### src/rtl/control_flow_seq_if.sv
// Control bus between the sequencer and the accumulator-machine datapath.
// master = sequencer side, slave = datapath / IR / flag side.
interface control_flow_seq_if #(
  parameter int OPW = 8
);
  logic [OPW-1:0] opcode;
  logic           z;
  logic           c;
  logic           mem_ack;
  logic           loadIR;
  logic           incPC;
  logic           loadPC;
  logic           selPC;
  logic [1:0]     selacc;
  logic           loadacc;
  logic           rd_en;
  logic           wr_en;
  logic [OPW-1:0] alu_op;
  logic           halted;
  logic           illegal;
  logic           timeout;

  modport master (
    input  opcode, z, c, mem_ack,
    output loadIR, incPC, loadPC, selPC, selacc, loadacc,
           rd_en, wr_en, alu_op, halted, illegal, timeout
  );

  modport slave (
    output opcode, z, c, mem_ack,
    input  loadIR, incPC, loadPC, selPC, selacc, loadacc,
           rd_en, wr_en, alu_op, halted, illegal, timeout
  );
endinterface

### src/rtl/control_flow_seq.sv
// Fetch/decode/execute/writeback sequencer for the accumulator machine, with
// multi-cycle ALU ops, acked memory accesses with timeout, HALT and illegal trap.
module control_flow_seq #(
  parameter int OPW     = 8,
  parameter int ALU_LAT = 1,
  parameter int MEM_TO  = 16
) (
  input  logic                clk,
  input  logic                rstn,
  control_flow_seq_if.master  bus
);
  localparam int LW = OPW - 1;

  typedef enum logic [2:0] {FETCH, DECODE, EXEC, WB, MEM_WAIT, HALT} state_t;

  state_t         state_r;
  logic [7:0]     cnt_r;
  logic [OPW-1:0] op_r;
  logic           load_ir_r, inc_pc_r, load_pc_r, sel_pc_r;
  logic [1:0]     selacc_r;
  logic           load_acc_r, rd_en_r, wr_en_r;
  logic [OPW-1:0] alu_op_r;
  logic           halted_r, illegal_r, timeout_r;
  logic           ack_acc_r, ack_pc_r;

  logic [LW-1:0]  low_s;
  logic           cls_s, legal_s, taken_s;

  assign low_s = bus.opcode[LW-1:0];
  assign cls_s = bus.opcode[OPW-1];

  // Opcode legality and branch condition, evaluated while in DECODE.
  always_comb begin
    legal_s = 1'b0;
    taken_s = 1'b0;
    if (!cls_s) begin
      legal_s = (low_s inside {[LW'(1):LW'(3)], [LW'(5):LW'(10)]});
    end else begin
      legal_s = (low_s >= LW'(1)) && (low_s <= LW'(12));
      case (low_s)
        LW'(5), LW'(6):   taken_s = bus.c;
        LW'(7), LW'(8):   taken_s = bus.z;
        LW'(9), LW'(10):  taken_s = ~bus.c;
        LW'(11), LW'(12): taken_s = ~bus.z;
        default:          taken_s = 1'b0;
      endcase
    end
  end

  // Sequencer: outputs are registered from the state being entered.
  always_ff @(posedge clk) begin
    if (rstn) begin
      state_r    <= FETCH;
      cnt_r      <= 8'd0;
      op_r       <= '0;
      load_ir_r  <= 1'b0;
      inc_pc_r   <= 1'b0;
      load_pc_r  <= 1'b0;
      sel_pc_r   <= 1'b0;
      selacc_r   <= 2'b11;
      load_acc_r <= 1'b0;
      rd_en_r    <= 1'b0;
      wr_en_r    <= 1'b0;
      alu_op_r   <= '0;
      halted_r   <= 1'b0;
      illegal_r  <= 1'b0;
      timeout_r  <= 1'b0;
      ack_acc_r  <= 1'b0;
      ack_pc_r   <= 1'b0;
    end else begin
      load_ir_r  <= 1'b0;
      inc_pc_r   <= 1'b0;
      load_pc_r  <= 1'b0;
      sel_pc_r   <= 1'b0;
      selacc_r   <= 2'b11;
      load_acc_r <= 1'b0;
      rd_en_r    <= 1'b0;
      wr_en_r    <= 1'b0;
      alu_op_r   <= '0;
      ack_acc_r  <= 1'b0;
      ack_pc_r   <= 1'b0;
      case (state_r)
        FETCH: begin
          // The first cycle out of reset has not yet issued its fetch strobes.
          if (!load_ir_r) begin
            load_ir_r <= 1'b1;
            inc_pc_r  <= 1'b1;
          end else begin
            state_r <= DECODE;
          end
        end
        DECODE: begin
          op_r <= bus.opcode;
          cnt_r <= 8'd0;
          if (bus.opcode == '0) begin
            state_r   <= FETCH;
            load_ir_r <= 1'b1;
            inc_pc_r  <= 1'b1;
          end else if (&bus.opcode) begin
            state_r  <= HALT;
            halted_r <= 1'b1;
          end else if (!legal_s) begin
            state_r   <= HALT;
            halted_r  <= 1'b1;
            illegal_r <= 1'b1;
          end else begin
            state_r <= EXEC;
            if (!cls_s) begin
              alu_op_r <= bus.opcode;
            end else begin
              case (low_s)
                LW'(1): begin
                  selacc_r   <= 2'b01;
                  load_acc_r <= 1'b1;
                end
                LW'(2), LW'(4): begin
                  rd_en_r   <= 1'b1;
                  selacc_r  <= 2'b10;
                  ack_acc_r <= 1'b1;
                end
                LW'(3): wr_en_r <= 1'b1;
                default: begin
                  if (taken_s && low_s[0]) begin
                    load_pc_r <= 1'b1;
                  end else if (taken_s) begin
                    rd_en_r  <= 1'b1;
                    sel_pc_r <= 1'b1;
                    ack_pc_r <= 1'b1;
                  end else begin
                    load_pc_r <= 1'b0;
                  end
                end
              endcase
            end
          end
        end
        EXEC, MEM_WAIT: begin
          if ((state_r == EXEC) && !op_r[OPW-1]) begin
            alu_op_r <= op_r;
            if (cnt_r == 8'(ALU_LAT - 1)) begin
              state_r    <= WB;
              selacc_r   <= 2'b00;
              load_acc_r <= 1'b1;
            end else begin
              cnt_r <= cnt_r + 8'd1;
            end
          end else if (!(rd_en_r || wr_en_r) || bus.mem_ack) begin
            state_r   <= FETCH;
            load_ir_r <= 1'b1;
            inc_pc_r  <= 1'b1;
          end else if ((state_r == MEM_WAIT) && (cnt_r == 8'(MEM_TO - 1))) begin
            state_r   <= HALT;
            halted_r  <= 1'b1;
            timeout_r <= 1'b1;
          end else begin
            // Keep the request and its completion action armed until acked.
            state_r   <= MEM_WAIT;
            cnt_r     <= cnt_r + 8'd1;
            rd_en_r   <= rd_en_r;
            wr_en_r   <= wr_en_r;
            sel_pc_r  <= sel_pc_r;
            selacc_r  <= selacc_r;
            ack_acc_r <= ack_acc_r;
            ack_pc_r  <= ack_pc_r;
          end
        end
        WB: begin
          state_r   <= FETCH;
          load_ir_r <= 1'b1;
          inc_pc_r  <= 1'b1;
        end
        HALT: begin
          halted_r <= 1'b1;
        end
        default: begin
          state_r <= FETCH;
        end
      endcase
    end
  end

  // Memory data is consumed in the cycle the ack arrives.
  assign bus.loadacc = load_acc_r | (ack_acc_r & bus.mem_ack);
  assign bus.loadPC  = load_pc_r | (ack_pc_r & bus.mem_ack);
  assign bus.loadIR  = load_ir_r;
  assign bus.incPC   = inc_pc_r;
  assign bus.selPC   = sel_pc_r;
  assign bus.selacc  = selacc_r;
  assign bus.rd_en   = rd_en_r;
  assign bus.wr_en   = wr_en_r;
  assign bus.alu_op  = alu_op_r;
  assign bus.halted  = halted_r;
  assign bus.illegal = illegal_r;
  assign bus.timeout = timeout_r;
endmodule

### src/flat_wrapper.sv
// flat-port wrapper written by rule: the top's interface ports become plain ports
module control_flow_seq_flat 
#(
  parameter int OPW     = 8,
  parameter int ALU_LAT = 1,
  parameter int MEM_TO  = 16
)
  (clk, rstn, bus_opcode, bus_z, bus_c, bus_mem_ack, bus_loadIR, bus_incPC, bus_loadPC, bus_selPC, bus_selacc, bus_loadacc, bus_rd_en, bus_wr_en, bus_alu_op, bus_halted, bus_illegal, bus_timeout);
  control_flow_seq_if #(.OPW(OPW)) bus_i ();
  input  logic clk;
  input  logic rstn;
  input wire logic [$bits(bus_i.opcode)-1:0] bus_opcode;
  input wire logic [$bits(bus_i.z)-1:0] bus_z;
  input wire logic [$bits(bus_i.c)-1:0] bus_c;
  input wire logic [$bits(bus_i.mem_ack)-1:0] bus_mem_ack;
  output wire logic [$bits(bus_i.loadIR)-1:0] bus_loadIR;
  output wire logic [$bits(bus_i.incPC)-1:0] bus_incPC;
  output wire logic [$bits(bus_i.loadPC)-1:0] bus_loadPC;
  output wire logic [$bits(bus_i.selPC)-1:0] bus_selPC;
  output wire logic [$bits(bus_i.selacc)-1:0] bus_selacc;
  output wire logic [$bits(bus_i.loadacc)-1:0] bus_loadacc;
  output wire logic [$bits(bus_i.rd_en)-1:0] bus_rd_en;
  output wire logic [$bits(bus_i.wr_en)-1:0] bus_wr_en;
  output wire logic [$bits(bus_i.alu_op)-1:0] bus_alu_op;
  output wire logic [$bits(bus_i.halted)-1:0] bus_halted;
  output wire logic [$bits(bus_i.illegal)-1:0] bus_illegal;
  output wire logic [$bits(bus_i.timeout)-1:0] bus_timeout;
  assign bus_i.opcode = bus_opcode;
  assign bus_i.z = bus_z;
  assign bus_i.c = bus_c;
  assign bus_i.mem_ack = bus_mem_ack;
  assign bus_loadIR = bus_i.loadIR;
  assign bus_incPC = bus_i.incPC;
  assign bus_loadPC = bus_i.loadPC;
  assign bus_selPC = bus_i.selPC;
  assign bus_selacc = bus_i.selacc;
  assign bus_loadacc = bus_i.loadacc;
  assign bus_rd_en = bus_i.rd_en;
  assign bus_wr_en = bus_i.wr_en;
  assign bus_alu_op = bus_i.alu_op;
  assign bus_halted = bus_i.halted;
  assign bus_illegal = bus_i.illegal;
  assign bus_timeout = bus_i.timeout;
  control_flow_seq #(.OPW(OPW), .ALU_LAT(ALU_LAT), .MEM_TO(MEM_TO)) u_core (.clk(clk), .rstn(rstn), .bus(bus_i));
endmodule
### config.mk
export PLATFORM = sky130hd
export DESIGN_NAME = control_flow_seq_flat
export DESIGN_NICKNAME = d
export VERILOG_FILES = /design/src/rtl/control_flow_seq_if.sv /design/src/rtl/control_flow_seq.sv /design/src/flat_wrapper.sv
export SDC_FILE = /design/constraint.sdc
export NUM_CORES = 1
export LEC_CHECK = 0
export CAP_MARGIN = 5
export CORE_MARGIN = 2
export CORE_UTILIZATION = 45
export DETAILED_ROUTE_END_ITERATION = 12
export PLACE_DENSITY = 0.69
export SLEW_MARGIN = 20
export SYNTH_ARGS = -nofsm -noshare
export SYNTH_HDL_FRONTEND = slang
export SYNTH_SLANG_ARGS = --single-unit
export TNS_END_PERCENT = 5
### constraint.sdc
create_clock -name clk -period 2.6 [get_ports clk]
set_input_delay 0.52 -clock clk [delete_from_list [all_inputs] [get_ports clk]]
set_output_delay 0.52 -clock clk [all_outputs]
set_load 0.1 [all_outputs]
# Word-level counts from Yosys, hierarchy flattened
# Cells that the tools add are included.
# op_classes
add_sub_neg	1
n_bitwise	14
eq_ne	29
n_mux	83
order_cmp	5
reduce_logical	31
# ops
op	count
2-to-1 mux 8 bit	8
2-to-1 mux 1 bit	45
== test 7 x 4 -> 1 bit (second input constant)	5
one-hot mux 8 bit (2 select lines)	2
== test 7 x 3 -> 1 bit (second input constant)	4
2-to-1 mux 3 bit	7
zero test 8 bit	2
2-to-1 mux 2 bit	8
== test 7 x 2 -> 1 bit (second input constant)	2
less-or-equal comparator 7 x 4 -> 1 bit (second input constant)	2
OR reduction 2 bit	7
one-hot mux 1 bit (2 select lines)	6
one-hot mux 3 bit (4 select lines)	1
AND reduction 4 bit	3
NOT 1 bit	10
OR reduction 10 bit	1
!= test 3 bit (second input constant)	3
adder 8 x 1 -> 8 bit (second input constant)	1
== test 8 x 4 -> 1 bit (second input constant)	1
one-hot mux 1 bit (4 select lines)	2
one-hot mux 2 bit (2 select lines)	2
AND reduction 8 bit	1
== test 7 x 1 -> 1 bit (second input constant)	1
>= comparator 7 x 1 -> 1 bit (second input constant)	1
other kinds (22)	38
# totals
output_inout_bits	20
reg_bits	39
inputBits	13

# Logic depth before layout (Yosys ltp)
# depth
ltp_word	12
mapped_depth	8
depth_no_buf	7

# Least setup slack after synthesis
# OpenSTA, ideal clock, no wires.
# synth_timing
path_type	reg2reg
start	register u_core.rd_en_r (netlist: u_core.bus.rd_en)
end	register u_core.cnt_r[6]
setup_ns	0.070
path_slack_ns	0.231
synth_period_minus_slack_ns	2.369
t_arrival_ns	2.299
path_stages_with_launch	7
n_path_buf	1
cell_sequence	dfxtp_1 -> o21bai_1 -> o31ai_2 -> o22ai_2 -> buf_6 -> or3_1 -> a21oi_1
# synth_between
elab_chain_cells	5
# synth_lines
element	line_no	source
from (decl)	control_flow_seq.sv:21	logic load_acc_r, rd_en_r, wr_en_r;
from (signal assigned)	control_flow_seq.sv:159	rd_en_r <= rd_en_r;
logical OR 1 bit	control_flow_seq.sv:147	end else if (!(rd_en_r || wr_en_r) || bus.mem_ack) begin
zero test 1 bit	control_flow_seq.sv:147	
logical OR 1 bit	control_flow_seq.sv:147	
!= test 3 x 2 -> 1 bit (no line)	--	
AND reduction 4 bit (no line)	--	
to (signal assigned)	control_flow_seq.sv:145	cnt_r <= cnt_r + 8'd1;
to (signal assigned)	control_flow_seq.sv:158	cnt_r <= cnt_r + 8'd1;
to (decl)	control_flow_seq.sv:17	logic [7:0] cnt_r;
# Every way passes these cells.
# A chain may end at the register's enable or synchronous reset.

# Final worst setup path
# layout_timing
start	input bus_opcode[2]
end	register u_core.halted_r (netlist: u_core.bus.halted)
# layout_between
elab_chain_cells	6
elab_cells_between_ends	18
classes_between	order compare: 5; eq/ne: 2; mux: 4; reduce/logical: 7
# layout_lines
element	line_no	source
from (decl)	flat_wrapper.sv:12	input wire logic [$bits(bus_i.opcode)-1:0] bus_opcode;
>= comparator 7 x 1 -> 1 bit, or another cell as far along	control_flow_seq.sv:37, control_flow_seq.sv:39	
logical AND 1 bit	control_flow_seq.sv:37	legal_s = (low_s inside {[LW'(1):LW'(3)], [LW'(5):LW'(10)]});
nonzero test 2 bit	control_flow_seq.sv:37	
2-to-1 mux 1 bit	control_flow_seq.sv:36	if (!cls_s) begin
!= test 3 bit (no line)	--	
AND reduction 6 bit (no line)	--	
to (signal assigned)	control_flow_seq.sv:65	halted_r <= 1'b0;
to (signal assigned)	control_flow_seq.sv:101	halted_r <= 1'b1;
to (signal assigned)	control_flow_seq.sv:104	halted_r <= 1'b1;
to (decl)	control_flow_seq.sv:23	logic halted_r, illegal_r, timeout_r;
# Parallel ways exist; a longest one is shown, timed or not. The select of a mux whose other input is x is not followed.

==> flow_metrics.env <==
export IMPL_status="finished clean"
export IMPL_reg2reg_to="u_core.cnt_r[1]"
export IMPL_regArea_um2=781
export IMPL_row_count=24
export IMPL_seq_area_frac_synth_pct=38.5
export IMPL_syn_num_nets=253
export IMPL_skew_ns=0.00397
export IMPL_antenna_found_initial=0
export IMPL_vias=1821
export IMPL_post_cts_setup_buffers=0
export IMPL_holdPathEnd="u_core.op_r[3]"
export IMPL_ys_ff_latch=39
export IMPL_holdPathStages=2
export IMPL_cts_buffers=5
export IMPL_multi_input_area_mm2=0.00112
export IMPL_initial_core_util_pct=46.6
export IMPL_dieArea_mm2=0.00506
export IMPL_final_cell_mix="dfxtp_1, buf_4, nand2_1"
export IMPL_drv_cap=0
export IMPL_yosys_warnings=0
export IMPL_relSlewSlack_pct=62.5
export IMPL_grt_pass1_wl_mm=7.83
export IMPL_cpMaxStageDelayCell="clkdlybuf4s50_1"
export IMPL_ir_worst_vdd_uv=431
export IMPL_dp_hpwl_mm=3.26
export IMPL_ctsHoldBuffers=0
export IMPL_crit_chain="clkdlybuf4s50_1 -> or4b_1 -> o211ai_1 -> or4_4 -> nand2_1 -> o41ai_1"
export IMPL_cp_required_ns=2.78
export IMPL_portBuffers=32
export IMPL_layout_worst_path_cycle_share_pct=85.7
export IMPL_worstSetupPathType="input port to flip-flop"
export IMPL_design_area_mm2=0.00253
export IMPL_cts_max_level=2
export IMPL_pwr_density_cell_mw_per_mm2=799
export IMPL_end_kind="flip-flop"
export IMPL_finalNetCount=289
export IMPL_cts_root_buffer="clkbuf_8"
export IMPL_wire_per_inst_um=13.8
export IMPL_die_w_um=71.1
export IMPL_drc=0
export IMPL_detail_route_antenna_nets=0
export IMPL_final_common_cell="dfxtp_1"
export IMPL_hold_violations=0
export IMPL_chipHeight_um=71.1
export IMPL_reg2regPathDepth=7
export IMPL_clk_pin_slew_ns=0.08
export IMPL_max_freq_mhz=449
export IMPL_hp_start="u_core.op_r[3]"
export IMPL_drive_above_1_share_pct=22.2
export IMPL_grt_pass1_vias=1701
export IMPL_syn_to_final_growth_pct=24.8
export IMPL_maxSlewViolCount=0
export IMPL_worst_pin_slew_ns=0.563
export IMPL_hp_class="flip-flop to flip-flop"
export IMPL_io_pin_count=33
export IMPL_leakage_nw=0.984
export IMPL_slowest_delay_ns=0.65
export IMPL_finalWirelength_mm=4.50
export IMPL_syn_area_per_cell_um2=8.52
export IMPL_grt_usage_pct=19.1
export IMPL_crit_arrival_ns=2.41
export IMPL_vias_per_cell=5.57
export IMPL_clockBufferDepth=2
export IMPL_synth_area_mm2=0.00203
export IMPL_place_congestion=0.791
export IMPL_gr_total_overflow=0
export IMPL_rsz0062_at_grt="no"
export IMPL_synthArstFlopShare_pct=0
export IMPL_synth_cells=238
export IMPL_worst_setup_path_start_kind="input port"
export IMPL_antenna_cells=0
export IMPL_clock_latency_ns=0.29
export IMPL_worstPathMaxFanout=10
export IMPL_finalSetupTns_ns=0
export IMPL_synth_edf_count=0
export IMPL_finalSetupViolCount=0
export IMPL_postPlaceCellArea_mm2=0.00241
export IMPL_ctsResizeCount=0
export IMPL_nFillCells=407
export IMPL_reg2reg_slack_ns=0.47
export IMPL_drt_iter0_markers=136
export IMPL_min_period_ns=2.23
export IMPL_grt_max_degree=15
export IMPL_coreArea_mm2=0.00435
export IMPL_timing_rr_start="u_core.cnt_r[0]"
export IMPL_dr_pass1_iters=4
export IMPL_synth_cell_type_count=62
export IMPL_cts_tree="built"
export IMPL_synth_ff_type="dfxtp_1"
export IMPL_clock_sinks=39
power breakdown:
part	internal [mW]	switching, mW	total [mW]
sequential	0.671	0.0770	0.748
combinational	0.240	0.507	0.747
clock	0.311	0.215	0.526
per-stage QoR:
stage,cells,power [mW],setup WS [ns],hold WS (ns),utilization [%]
2_1_floorplan,238,1.37,0.231,0.430,-
3_3_place_gp,319,1.51,0.0760,0.435,55.4
3_5_place_dp,319,1.51,0.0796,0.441,55.4
4_1_cts,327,2.03,0.367,0.452,58.1
5_1_grt,327,2.13,0.238,0.474,58.1
6_report,327,2.02,0.371,0.449,58.1
layer usage:
layer,global-route usage [%],part of all wire [%],up-vias
li1,-,-,931
met1,26.9,51,837
met2,28.8,42,43
met3,4.56,4.5,10
met4,6.08,1.6,0
met5,0,0,-
area by class of cell:
cell class	instances	share of cell area [%]
timing repair buffer	49	16.7
multi-input combinational	173	44.3
clock inverter	2	1.39
tap	52	2.57
sequential	39	30.9
inverter	6	0.891
clock buffer	6	3.27
Yosys cell counts, types with 5 or more instances:
cell / number / share of area (%)
nor2b_1: 5 / 1.5
nand3_1: 6 / 1.5
clkbuf_1: 13 / 2.4
inv_1: 6 / 1.1
nand2_1: 21 / 3.9
nor3_1: 8 / 2.0
a21oi_1: 20 / 4.9
nor2_1: 15 / 2.8
and2_1: 8 / 2.5
dfxtp_1: 39 / 39
o21ai_1: 6 / 1.5
critical path: cells and delay by family:
family | cells | cell delay, ns
AOI/OAI and AO/OA | 2 | 0.49
buffers and inverters | 1 | 0.65
and+or+nand+nor | 3 | 0.76
flip-flops by register name, indices dropped and copies added (netlist names), 2 cells and up:
register,cells
u_core.op_r,8
u_core.bus.selacc,2
u_core.bus.alu_op,8
u_core.cnt_r,8
u_core.state_r,3
worst max-delay path by stage:
| stage | from | end | slack [ns] | depth (start not counted) |
|---|---|---|---|---|
| finish | bus_opcode[2] | u_core.bus.halted | 0.37 | 6 |
| detailed placement | bus_opcode[2] | u_core.bus.halted | 0.08 | 6 |
| floorplan | u_core.bus.rd_en | u_core.cnt_r[6] | 0.23 | 6 |
| global route | bus_opcode[2] | u_core.bus.halted | 0.24 | 6 |
| global placement | bus_opcode[2] | u_core.bus.halted | 0.08 | 6 |
| CTS | bus_opcode[2] | u_core.bus.halted | 0.37 | 6 |
cell families after synthesis:
group,after synthesis,synth area share [%]
other,1,0.185
DFF,39,38.5
xor gates and xnor gates,3,1.30
and+or+nand+nor,102,29.3
adders and majority gates,2,1.23
muxes,1,0.494
buffers and inverters,26,6.23
AOI/OAI and AO/OA,64,22.7
No activity file was read; power rests on OpenSTA's default activity.
